## src/rtl/cart_map_mux.sv

```systemverilog
// cart_map_mux: N-channel cartridge-mapper bus selector between the SNES core and the
// ROM/BSRAM ports. Channel 0 is the default mapper; channels 1..N_CH-1 are coprocessor
// mappers requested one-hot on map_active. A selection change first drains the old
// mapper's bus strobes, then forces the bus idle for GUARD_CYC cycles, then switches.
//
// Ports:
//   mclk, rst                       clock, asynchronous active-high reset
//   map_active                      one-hot mapper request (bit k -> channel k+1)
//   ch_*                            per-channel core/ROM/BSRAM signals, channel i at slice i
//   di, irq_n                       CPU read data / IRQ to the core
//   rom_*, bsram_*                  muxed ROM and BSRAM ports
//   sel, switching                  selected channel, high while draining or guarding
//   map_err, drain_to               sticky multi-hot and drain-timeout flags
//   turbo_allow                     CPU turbo permitted for the selected channel
module cart_map_mux #(
  parameter int unsigned     N_CH       = 7,
  parameter int unsigned     ROM_AW     = 24,
  parameter int unsigned     BSRAM_AW   = 20,
  parameter int unsigned     GUARD_CYC  = 2,
  parameter int unsigned     DRAIN_MAX  = 255,
  parameter logic [N_CH-1:0] TURBO_MASK = 7'h0A
) (
  input  logic                     mclk,
  input  logic                     rst,
  input  logic [N_CH-2:0]          map_active,
  input  logic [N_CH*8-1:0]        ch_do,
  input  logic [N_CH-1:0]          ch_irq_n,
  input  logic [N_CH*ROM_AW-1:0]   ch_rom_addr,
  input  logic [N_CH*16-1:0]       ch_rom_d,
  input  logic [N_CH-1:0]          ch_rom_ce_n,
  input  logic [N_CH-1:0]          ch_rom_oe_n,
  input  logic [N_CH-1:0]          ch_rom_we_n,
  input  logic [N_CH-1:0]          ch_rom_word,
  input  logic [N_CH*BSRAM_AW-1:0] ch_bsram_addr,
  input  logic [N_CH*8-1:0]        ch_bsram_d,
  input  logic [N_CH-1:0]          ch_bsram_ce_n,
  input  logic [N_CH-1:0]          ch_bsram_oe_n,
  input  logic [N_CH-1:0]          ch_bsram_we_n,
  output logic [7:0]               di,
  output logic                     irq_n,
  output logic [ROM_AW-1:0]        rom_addr,
  output logic [15:0]              rom_d,
  output logic                     rom_ce_n,
  output logic                     rom_oe_n,
  output logic                     rom_we_n,
  output logic                     rom_word,
  output logic [BSRAM_AW-1:0]      bsram_addr,
  output logic [7:0]               bsram_d,
  output logic                     bsram_ce_n,
  output logic                     bsram_oe_n,
  output logic                     bsram_we_n,
  output logic [3:0]               sel,
  output logic                     switching,
  output logic                     map_err,
  output logic                     drain_to,
  output logic                     turbo_allow
);

  typedef enum logic [1:0] {StRun, StDrain, StGuard} state_e;

  state_e     state_q;
  logic [3:0] sel_q;
  logic [3:0] nxt_q;
  logic [7:0] drain_cnt_q;
  logic [7:0] guard_cnt_q;
  logic       map_err_q;
  logic       drain_to_q;

  logic [3:0] target;
  logic [4:0] req_cnt;
  logic       multi_hot;
  logic       sel_quiet;
  logic       bus_idle;

  // Requested channel; a multi-hot request falls back to the default channel.
  always_comb begin
    target  = '0;
    req_cnt = '0;
    for (int k = 0; k < N_CH - 1; k++) begin
      if (map_active[k]) begin
        target  = 4'(k + 1);
        req_cnt = req_cnt + 5'd1;
      end
    end
    multi_hot = (req_cnt > 5'd1);
    if (multi_hot) begin
      target = '0;
    end
  end

  // The old mapper is safe to release once it is neither selecting nor writing either memory.
  always_comb begin
    sel_quiet = 1'b1;
    for (int i = 0; i < N_CH; i++) begin
      if (sel_q == 4'(i)) begin
        sel_quiet = ch_rom_ce_n[i] & ch_rom_we_n[i] & ch_bsram_ce_n[i] & ch_bsram_we_n[i];
      end
    end
  end

  always_ff @(posedge mclk or posedge rst) begin
    if (rst) begin
      state_q     <= StRun;
      sel_q       <= '0;
      nxt_q       <= '0;
      drain_cnt_q <= '0;
      guard_cnt_q <= '0;
      map_err_q   <= 1'b0;
      drain_to_q  <= 1'b0;
    end else begin
      if (multi_hot) begin
        map_err_q <= 1'b1;
      end
      unique case (state_q)
        StRun: begin
          if (target != sel_q) begin
            state_q     <= StDrain;
            drain_cnt_q <= '0;
          end
        end
        StDrain: begin
          if (target == sel_q) begin
            // Request withdrawn before the switch happened.
            state_q <= StRun;
          end else if (sel_quiet) begin
            nxt_q       <= target;
            guard_cnt_q <= '0;
            state_q     <= StGuard;
          end else if (drain_cnt_q == 8'(DRAIN_MAX - 1)) begin
            // Mapper never released the bus: force the switch and record it.
            drain_to_q  <= 1'b1;
            nxt_q       <= target;
            guard_cnt_q <= '0;
            state_q     <= StGuard;
          end else begin
            drain_cnt_q <= drain_cnt_q + 8'd1;
          end
        end
        StGuard: begin
          if (guard_cnt_q == 8'(GUARD_CYC - 1)) begin
            sel_q   <= nxt_q;
            state_q <= StRun;
          end else begin
            guard_cnt_q <= guard_cnt_q + 8'd1;
          end
        end
        default: state_q <= StRun;
      endcase
    end
  end

  // Bus is parked idle during reset and throughout the guard window (also masks IRQ).
  assign bus_idle = rst | (state_q == StGuard);

  always_comb begin
    di          = 8'hFF;
    irq_n       = 1'b1;
    rom_addr    = '0;
    rom_d       = '0;
    rom_ce_n    = 1'b1;
    rom_oe_n    = 1'b1;
    rom_we_n    = 1'b1;
    rom_word    = 1'b0;
    bsram_addr  = '0;
    bsram_d     = '0;
    bsram_ce_n  = 1'b1;
    bsram_oe_n  = 1'b1;
    bsram_we_n  = 1'b1;
    turbo_allow = 1'b1;
    for (int i = 0; i < N_CH; i++) begin
      if (sel_q == 4'(i)) begin
        turbo_allow = ~TURBO_MASK[i];
        if (!bus_idle) begin
          di         = ch_do[i*8 +: 8];
          irq_n      = ch_irq_n[i];
          rom_addr   = ch_rom_addr[i*ROM_AW +: ROM_AW];
          rom_d      = ch_rom_d[i*16 +: 16];
          rom_ce_n   = ch_rom_ce_n[i];
          rom_oe_n   = ch_rom_oe_n[i];
          rom_we_n   = ch_rom_we_n[i];
          rom_word   = ch_rom_word[i];
          bsram_addr = ch_bsram_addr[i*BSRAM_AW +: BSRAM_AW];
          bsram_d    = ch_bsram_d[i*8 +: 8];
          bsram_ce_n = ch_bsram_ce_n[i];
          bsram_oe_n = ch_bsram_oe_n[i];
          bsram_we_n = ch_bsram_we_n[i];
        end
      end
    end
  end

  assign sel       = sel_q;
  assign switching = (state_q != StRun);
  assign map_err   = map_err_q;
  assign drain_to  = drain_to_q;

endmodule

```

## config.mk

```make
export PLATFORM = sky130hd
export DESIGN_NAME = cart_map_mux
export DESIGN_NICKNAME = d
export VERILOG_FILES = /design/src/rtl/cart_map_mux.sv
export SDC_FILE = /design/constraint.sdc
export NUM_CORES = 1
export LEC_CHECK = 0
export ABC_AREA = 0
export BUFFER_PORTS_ARGS = -buffer_cell sky130_fd_sc_hd__buf_2
export CAP_MARGIN = 20
export CORE_AREA = 2 2 270 272
export CTS_BUF_LIST = sky130_fd_sc_hd__clkbuf_4 sky130_fd_sc_hd__clkbuf_8
export CTS_CLUSTER_DIAMETER = 30
export DETAILED_ROUTE_END_ITERATION = 6
export DIE_AREA = 0 0 272 274
export PLACE_DENSITY = 0.35
export SLEW_MARGIN = 10
export SYNTH_ARGS = -nofsm -noshare
export SYNTH_HDL_FRONTEND = slang
export SYNTH_SLANG_ARGS = --single-unit
```

## constraint.sdc

```tcl
create_clock -name mclk -period 5.59 [get_ports mclk]
set_input_delay 0.8385 -clock mclk [delete_from_list [all_inputs] [get_ports mclk]]
set_output_delay 0.8385 -clock mclk [all_outputs]
set_load 0.01 [all_outputs]
```

==> results.py, run 1 <==
metrics = {
    "synthesis": {
        "yosysWarningCount": 0,
        "syn_inst": 823,
        "ys_async_sr_fraction": 1.00,
        "synth_enable_flop_cells": 0,
        "syn_nets": 1430,
        "ys_seq_area_frac": 0.115,
        "ys_seq_elements": 26,
        "synth_ff_type": "dfrtp_1",
        "synth_area_um2": 5640,
        "yosysUniqueCellTypes": 58,
        "avgSynthCellArea_um2": 6.85,
    },
    "global_routing": {
        "grtUsageTotal": 0.132,
        "grt_pass1_vias": 9909,
        "gr-total-overflow": 0,
        "grt_pass1_wl_um": 71200,
        "grt_max_degree": 70,
        "antenna_found_initial": 23,
    },
    "clock_network": {
        "cts_buffers": 3,
        "cts_tree": "done",
        "cts_setup_buffers": 0,
        "clock_latency_ns": 0.28,
        "cts_resized": 0,
        "ctsHoldBuffers": 0,
        "clk_path_buf_depth": 2,
        "htreeDepth": 1,
        "root_buffer": "clkbuf_8",
        "clock_sinks": 26,
        "clk_pin_slew_worst_paths_ns": 0.10,
    },
    "timing": {
        "rsz0062_at_grt": "no",
        "slew_violations": 0,
        "finalHoldViolCount": 0,
        "setup_viol": 0,
        "min_period_ns": 4.79,
        "fin_crit_sh": 0.856,
        "relSlewSlack": 0.366,
        "fin_worst_skew_ns": 0.00648,
        "worstMarginPinSlew_ns": 0.951,
        "tns_ns": 0,
        "fmax_mhz": 209,
    },
    "setup_path": {
        "cp_max_fo": 18,
        "cpMostUsedCell": "ha_1",
        "cp_num_buf_inv": 2,
        "r2r_slack_ns": 1.84,
        "required_ns": 5.80,
        "critPathMaxStageDelay_ns": 0.57,
        "cp_cell_sequence": "buf_2 > inv_1 > ha_1 > xor2_2 > ha_1 > mux2_2 > ha_1 > nand2_1 > a21bo_2 > ha_1 > nand2_1 > xor2_1 > xnor2_1 > o2111ai_2 > o21a_1 > o21a_1 > or4_1 > nand3_1",
        "end_kind": "register",
        "startpoint_type": "input pin",
        "reg2reg_to": "drain_cnt_q[3]",
        "path_class": "in2reg",
        "r2r_start": "sel[0]",
        "ff2ff_path_depth": 8,
        "cp_num_cells": 18,
        "crit_family": "adder cells",
        "crit_slowest_cell": "or4_1",
        "worstPathArrival_ns": 5.00,
    },
    "outcome": {
        "outcome": "completed",
    },
    "routing": {
        "drt-total-wl_um": 53800,
        "vias_per_cell": 4.10,
        "drt-pass1-iter-count": 5,
        "drc": 0,
        "antenna_left": 0,
        "wire_per_inst_um": 22.3,
        "dr_total_vias": 9883,
        "drt_iter0_markers": 633,
    },
    "cells_and_area": {
        "drive_above_1_share": 0.518,
        "syn_to_final_growth_pct": 83.1,
        "layoutNonFillerInstCount": 2413,
        "layout.nets": 2056,
    },
    "floorplan": {
        "die-width_um": 272,
        "core_um2": 72000,
        "num_rows": 99,
        "die_area_um2": 74500,
        "initial_core_util": 0.0783,
        "ios": 688,
        "fp.dieH_um": 274,
    },
    "min_path": {
        "min-delay-start": "drain_cnt_q[7]",
        "min_path_cells": 1,
        "holdPathEnd": "drain_cnt_q[7]",
        "hp-class": "reg2reg",
    },
    "place": {
        "routabilityCongestion": 0.935,
        "placedCellCount": 2403,
        "dp_hpwl_um": 45800,
        "port_buffers": 686,
    },
    "power": {
        "cellPowerDensity_nw_per_um2": 114,
        "vdd_ir_drop_max_mv": 0.143,
        "leakage_nw": 4.69,
    },
    "run": {
        "max-cap-violations": 0,
    },
}
-- worst reg2reg max path, delay by kind of cell (launching register included) --
| family | cells | cell delay, ns |
|---|---|---|
| AND/OR/NAND/NOR | 5 | 1.70 |
| flip-flops | 1 | 1.03 |
| AO/OA/AOI/OAI | 3 | 0.96 |
-- power by group --
part	leakage, nW	total (W)	switching [W]	internal [W]
sequential	0.325	0.000315	0.0000693	0.000246
combinational	4.33	0.000700	0.000370	0.000330
clock	0.0357	0.000163	0.0000667	0.0000959
-- layer usage --
| metal | vias up | global-route usage | wire length, um |
|---|---|---|---|
| met5 | - | 0 | 62 |
| met1 | 4772 | 0.154 | 20800 |
| met4 | 10 | 0.0406 | 1770 |
| met3 | 80 | 0.0213 | 3090 |
| li1 | 4548 | - | - |
| met2 | 473 | 0.245 | 28100 |
-- state kept, by name, summed over array words and instances, names as in the netlist --
name and cells:
drain_cnt_q 8, drain_to 1, guard_cnt_q 8, map_err 1
nxt_q 3, sel 3, state_q 2
-- synthesized netlist by cell type (2+ instances only) --
cell	count	share of area
ha_1	11	0.024
a221oi_1	69	0.11
xnor2_1	4	0.0062
a211oi_1	4	0.0053
o21a_1	4	0.0053
o22ai_1	91	0.10
or4_1	4	0.0053
o41ai_1	4	0.0062
a31oi_1	3	0.0033
nor3_1	5	0.0044
nand3_1	14	0.012
and3_1	5	0.0056
a22oi_1	2	0.0027
a22o_1	69	0.11
xor2_1	11	0.017
nor2_1	101	0.067
dfrtp_1	26	0.12
buf_2	7	0.0062
a221o_1	4	0.0071
nand2b_1	8	0.0089
o21ai_0	89	0.079
nor3b_1	2	0.0027
nor4_1	4	0.0044
nor2b_1	5	0.0056
inv_1	14	0.0093
o221ai_1	3	0.0047
buf_1	6	0.0040
o211ai_1	3	0.0040
mux2i_1	2	0.0036
mux4_2	11	0.044
nand4_1	11	0.012
mux2_2	12	0.024
clkbuf_1	72	0.048
nand2_1	34	0.023
a21oi_1	86	0.076
-- how the worst max path moves through the flow --
stage / to / slack [ns] / start
finish: drain_cnt_q[3] / 0.80 / map_active[0]
global route: drain_cnt_q[3] / 0.55 / map_active[0]
CTS: drain_cnt_q[6] / 0.81 / map_active[0]
detailed placement: drain_cnt_q[6] / 0.54 / map_active[0]
global placement: drain_cnt_q[3] / 0.61 / map_active[0]
floorplan: drain_cnt_q[3] / 1.11 / map_active[0]
-- cell families (layout without fill, tap and decap cells) --
kind of cell    count (synthesis)  in the layout  synth area share
other cells                     1              7          0.000665
flops                          26             26             0.115
simple gates                  199            199             0.159
buf+inv                       102            727            0.0715
fa+ha+maj                      11             11            0.0244
xor+xnor                       16             16            0.0262
mux                            25             25            0.0715
compound gates                443            443             0.531
-- stage by stage --
step / util / hold slack [ns] / setup slack (ns) / instance area, um^2 / power (W)
global placement: 0.142 / 0.466 / 0.609 / 10200 / 0.00101
finish: 0.143 / 0.494 / 0.804 / 10300 / 0.00118
CTS: 0.143 / 0.493 / 0.811 / 10300 / 0.00118
detailed placement: 0.142 / 0.478 / 0.535 / 10200 / 0.00102
global route: 0.143 / 0.513 / 0.553 / 10300 / 0.00126
floorplan: - / 0.447 / 1.11 / 5640 / 0.000620
-- layout make-up --
type | count | area, um^2
Timing Repair Buffer | 708 | 3690
Fill cell | 8403 | 61700
Sequential cell | 26 | 658
Tap cell | 959 | 1200
Clock buffer | 3 | 41.3
Clock inverter | 1 | 30.0
Inverter | 15 | 56.3
Multi-Input combinational cell | 695 | 4620
Antenna cell | 6 | 15.0
-- placed cells by master (no fill, tap or decap), types with 4 or more instances in the layout --
cell / count
buf_4: 15
o22ai_1: 91
o21ai_0: 89
nor2_1: 101
xnor2_1: 4
nand2_1: 33
nor2b_1: 4
a21oi_1: 86
nand4_1: 11
a221o_1: 4
dfrtp_1: 24
buf_2: 686
mux2_2: 12
ha_1: 11
and3_1: 4
nand3_1: 14
a221oi_1: 69
xor2_1: 11
nor3_1: 4
mux4_2: 11
a22o_1: 69
or4_1: 4
diode_2: 6
o41ai_1: 4
o21a_1: 4
buf_12: 6
a211oi_1: 4
nand2b_1: 7
inv_1: 14
Power figures use the tool's default switching activity.
==> run 2, diff against run 1 <==
--- a/config.mk
+++ b/config.mk
@@ -14,6 +14,7 @@
 export DETAILED_ROUTE_END_ITERATION = 6
 export DIE_AREA = 0 0 272 274
 export PLACE_DENSITY = 0.35
+export RECOVER_POWER = 100
 export SLEW_MARGIN = 10
 export SYNTH_ARGS = -nofsm -noshare
 export SYNTH_HDL_FRONTEND = slang
==> results.py, run 2 (synthesis results as in run 1) <==
metrics = {
    "outcome": {
        "outcome": "completed",
    },
    "global_routing": {
        "grt_pass1_vias": 9909,
        "grt_pass1_wl_um": 71200,
        "gr-total-overflow": 0,
        "grtUsageTotal": 0.132,
        "grt_max_degree": 70,
        "antenna_found_initial": 23,
    },
    "routing": {
        "drt_iter0_markers": 587,
        "wire_per_inst_um": 22.3,
        "drt-pass1-iter-count": 5,
        "dr_total_vias": 9928,
        "drt-total-wl_um": 53800,
        "antenna_left": 0,
        "drc": 0,
        "vias_per_cell": 4.11,
    },
    "timing": {
        "setup_viol": 0,
        "hold_slack_ns": 0.492,
        "fin_crit_sh": 0.883,
        "finalHoldViolCount": 0,
        "worstMarginPinSlew_ns": 0.965,
        "fmax_mhz": 203,
        "fin_worst_skew_ns": 0.00731,
        "tns_ns": 0,
        "slew_violations": 0,
        "min_period_ns": 4.94,
        "relSlewSlack": 0.357,
        "rsz0062_at_grt": "no",
    },
    "setup_path": {
        "startpoint_type": "input pin",
        "required_ns": 5.80,
        "worstPathArrival_ns": 5.15,
        "cp_max_fo": 18,
        "end_kind": "register",
        "path_class": "in2reg",
    },
    "power": {
        "combPwrFrac": 0.589,
        "power_w": 0.00116,
        "cellPowerDensity_nw_per_um2": 114,
        "leakage_nw": 4.39,
        "p_sw_w": 0.000504,
        "internal_power_w": 0.000655,
        "swShare": 0.435,
        "clkPwrFrac": 0.139,
        "p_seq_frac": 0.271,
        "vdd_ir_drop_max_mv": 0.142,
    },
    "floorplan": {
        "ios": 688,
        "die-width_um": 272,
        "initial_core_util": 0.0783,
        "core_um2": 72000,
        "num_rows": 99,
        "die_area_um2": 74500,
        "fp.dieH_um": 274,
    },
    "clock_network": {
        "cts_tree": "done",
        "cts_buffers": 3,
        "clk_pin_slew_worst_paths_ns": 0.10,
        "htreeDepth": 1,
        "root_buffer": "clkbuf_8",
        "clk_path_buf_depth": 2,
        "clock_sinks": 26,
        "clock_latency_ns": 0.28,
        "cts_setup_buffers": 0,
        "ctsHoldBuffers": 0,
        "cts_resized": 0,
    },
    "place": {
        "port_buffers": 686,
        "dp_hpwl_um": 45800,
        "routabilityCongestion": 0.935,
    },
    "min_path": {
        "hp-class": "reg2reg",
    },
    "cells_and_area": {
        "layout.nets": 2056,
        "final_cell_mix": "buf_2 (602), nor2_1 (101), o22ai_1 (91), clkbuf_1 (90), o21ai_0 (89)",
        "drive_above_1_share": 0.453,
        "largestRegisters": "drain_cnt_q: 8 flops, guard_cnt_q: 8 flops",
        "layout_commonest_cell": "buf_2",
        "syn_to_final_growth_pct": 80.1,
    },
    "run": {
        "max-cap-violations": 0,
    },
}
==> run 2: through the flow <==
stage / instance area, um^2 / utilization / setup slack, ns / cells
finish: 10100 / 0.141 / 0.654 / 2413
detailed placement: 10200 / 0.142 / 0.535 / 2403
global route: 10100 / 0.141 / 0.370 / 2412
floorplan: 5640 / - / 1.11 / 823
global placement: 10200 / 0.142 / 0.609 / 2402
CTS: 10300 / 0.143 / 0.811 / 2407
==> run 2: critical path: stages <==
cell	delay [ns]
buf_2	0.12
inv_1	0.05
ha_1	0.37
xor2_1	0.32
ha_1	0.31
mux2_1	0.33
ha_1	0.27
nand2_1	0.09
a21bo_2	0.22
ha_1	0.17
nand2_1	0.08
xor2_1	0.19
xnor2_1	0.17
o2111ai_1	0.26
o21a_1	0.27
o21a_1	0.40
or4_1	0.58
nand3_1	0.10
==> run 2: final cells by class <==
| type | count | area (um^2) |
|---|---|---|
| clock inverter | 1 | 30.0 |
| sequential | 26 | 658 |
| multi-input combinational | 695 | 4600 |
| timing repair buffer | 708 | 3550 |
| inverter | 15 | 56.3 |
| antenna | 6 | 15.0 |
| clock buffer | 3 | 41.3 |
| tap | 959 | 1200 |
| fill | 8437 | 61800 |
==> run 2: power groups by stage <==
stage | logic, W | clock network, W | registers (W)
finish | 0.000683 | 0.000162 | 0.000315
global route | 0.000748 | 0.000173 | 0.000326
CTS | 0.000706 | 0.000165 | 0.000314
detailed placement | 0.000704 | 0 | 0.000317
global placement | 0.000696 | 0 | 0.000316
floorplan | 0.000324 | 0 | 0.000297
==> run 2: worst paths after layout <==
path	cells past startpoint	slack (ns)	from	to
worst max-delay path	18	0.65	map_active[0]	drain_cnt_q[3]
worst min-delay path	1	0.49	drain_cnt_q[7]	drain_cnt_q[7]
worst max register to register	8	1.87	sel[0]	drain_cnt_q[3]
worst min register to register	1	0.49	drain_cnt_q[7]	drain_cnt_q[7]
max in group asynchronous	3	3.60	rst	guard_cnt_q[1]
min in group asynchronous	2	0.77	rst	sel[1]
==> run 2: layer usage <==
layer / part of all wire / track usage
met5: 0.00091 / 0
met4: 0.034 / 0.0406
met3: 0.058 / 0.0213
met2: 0.52 / 0.245
met1: 0.39 / 0.154
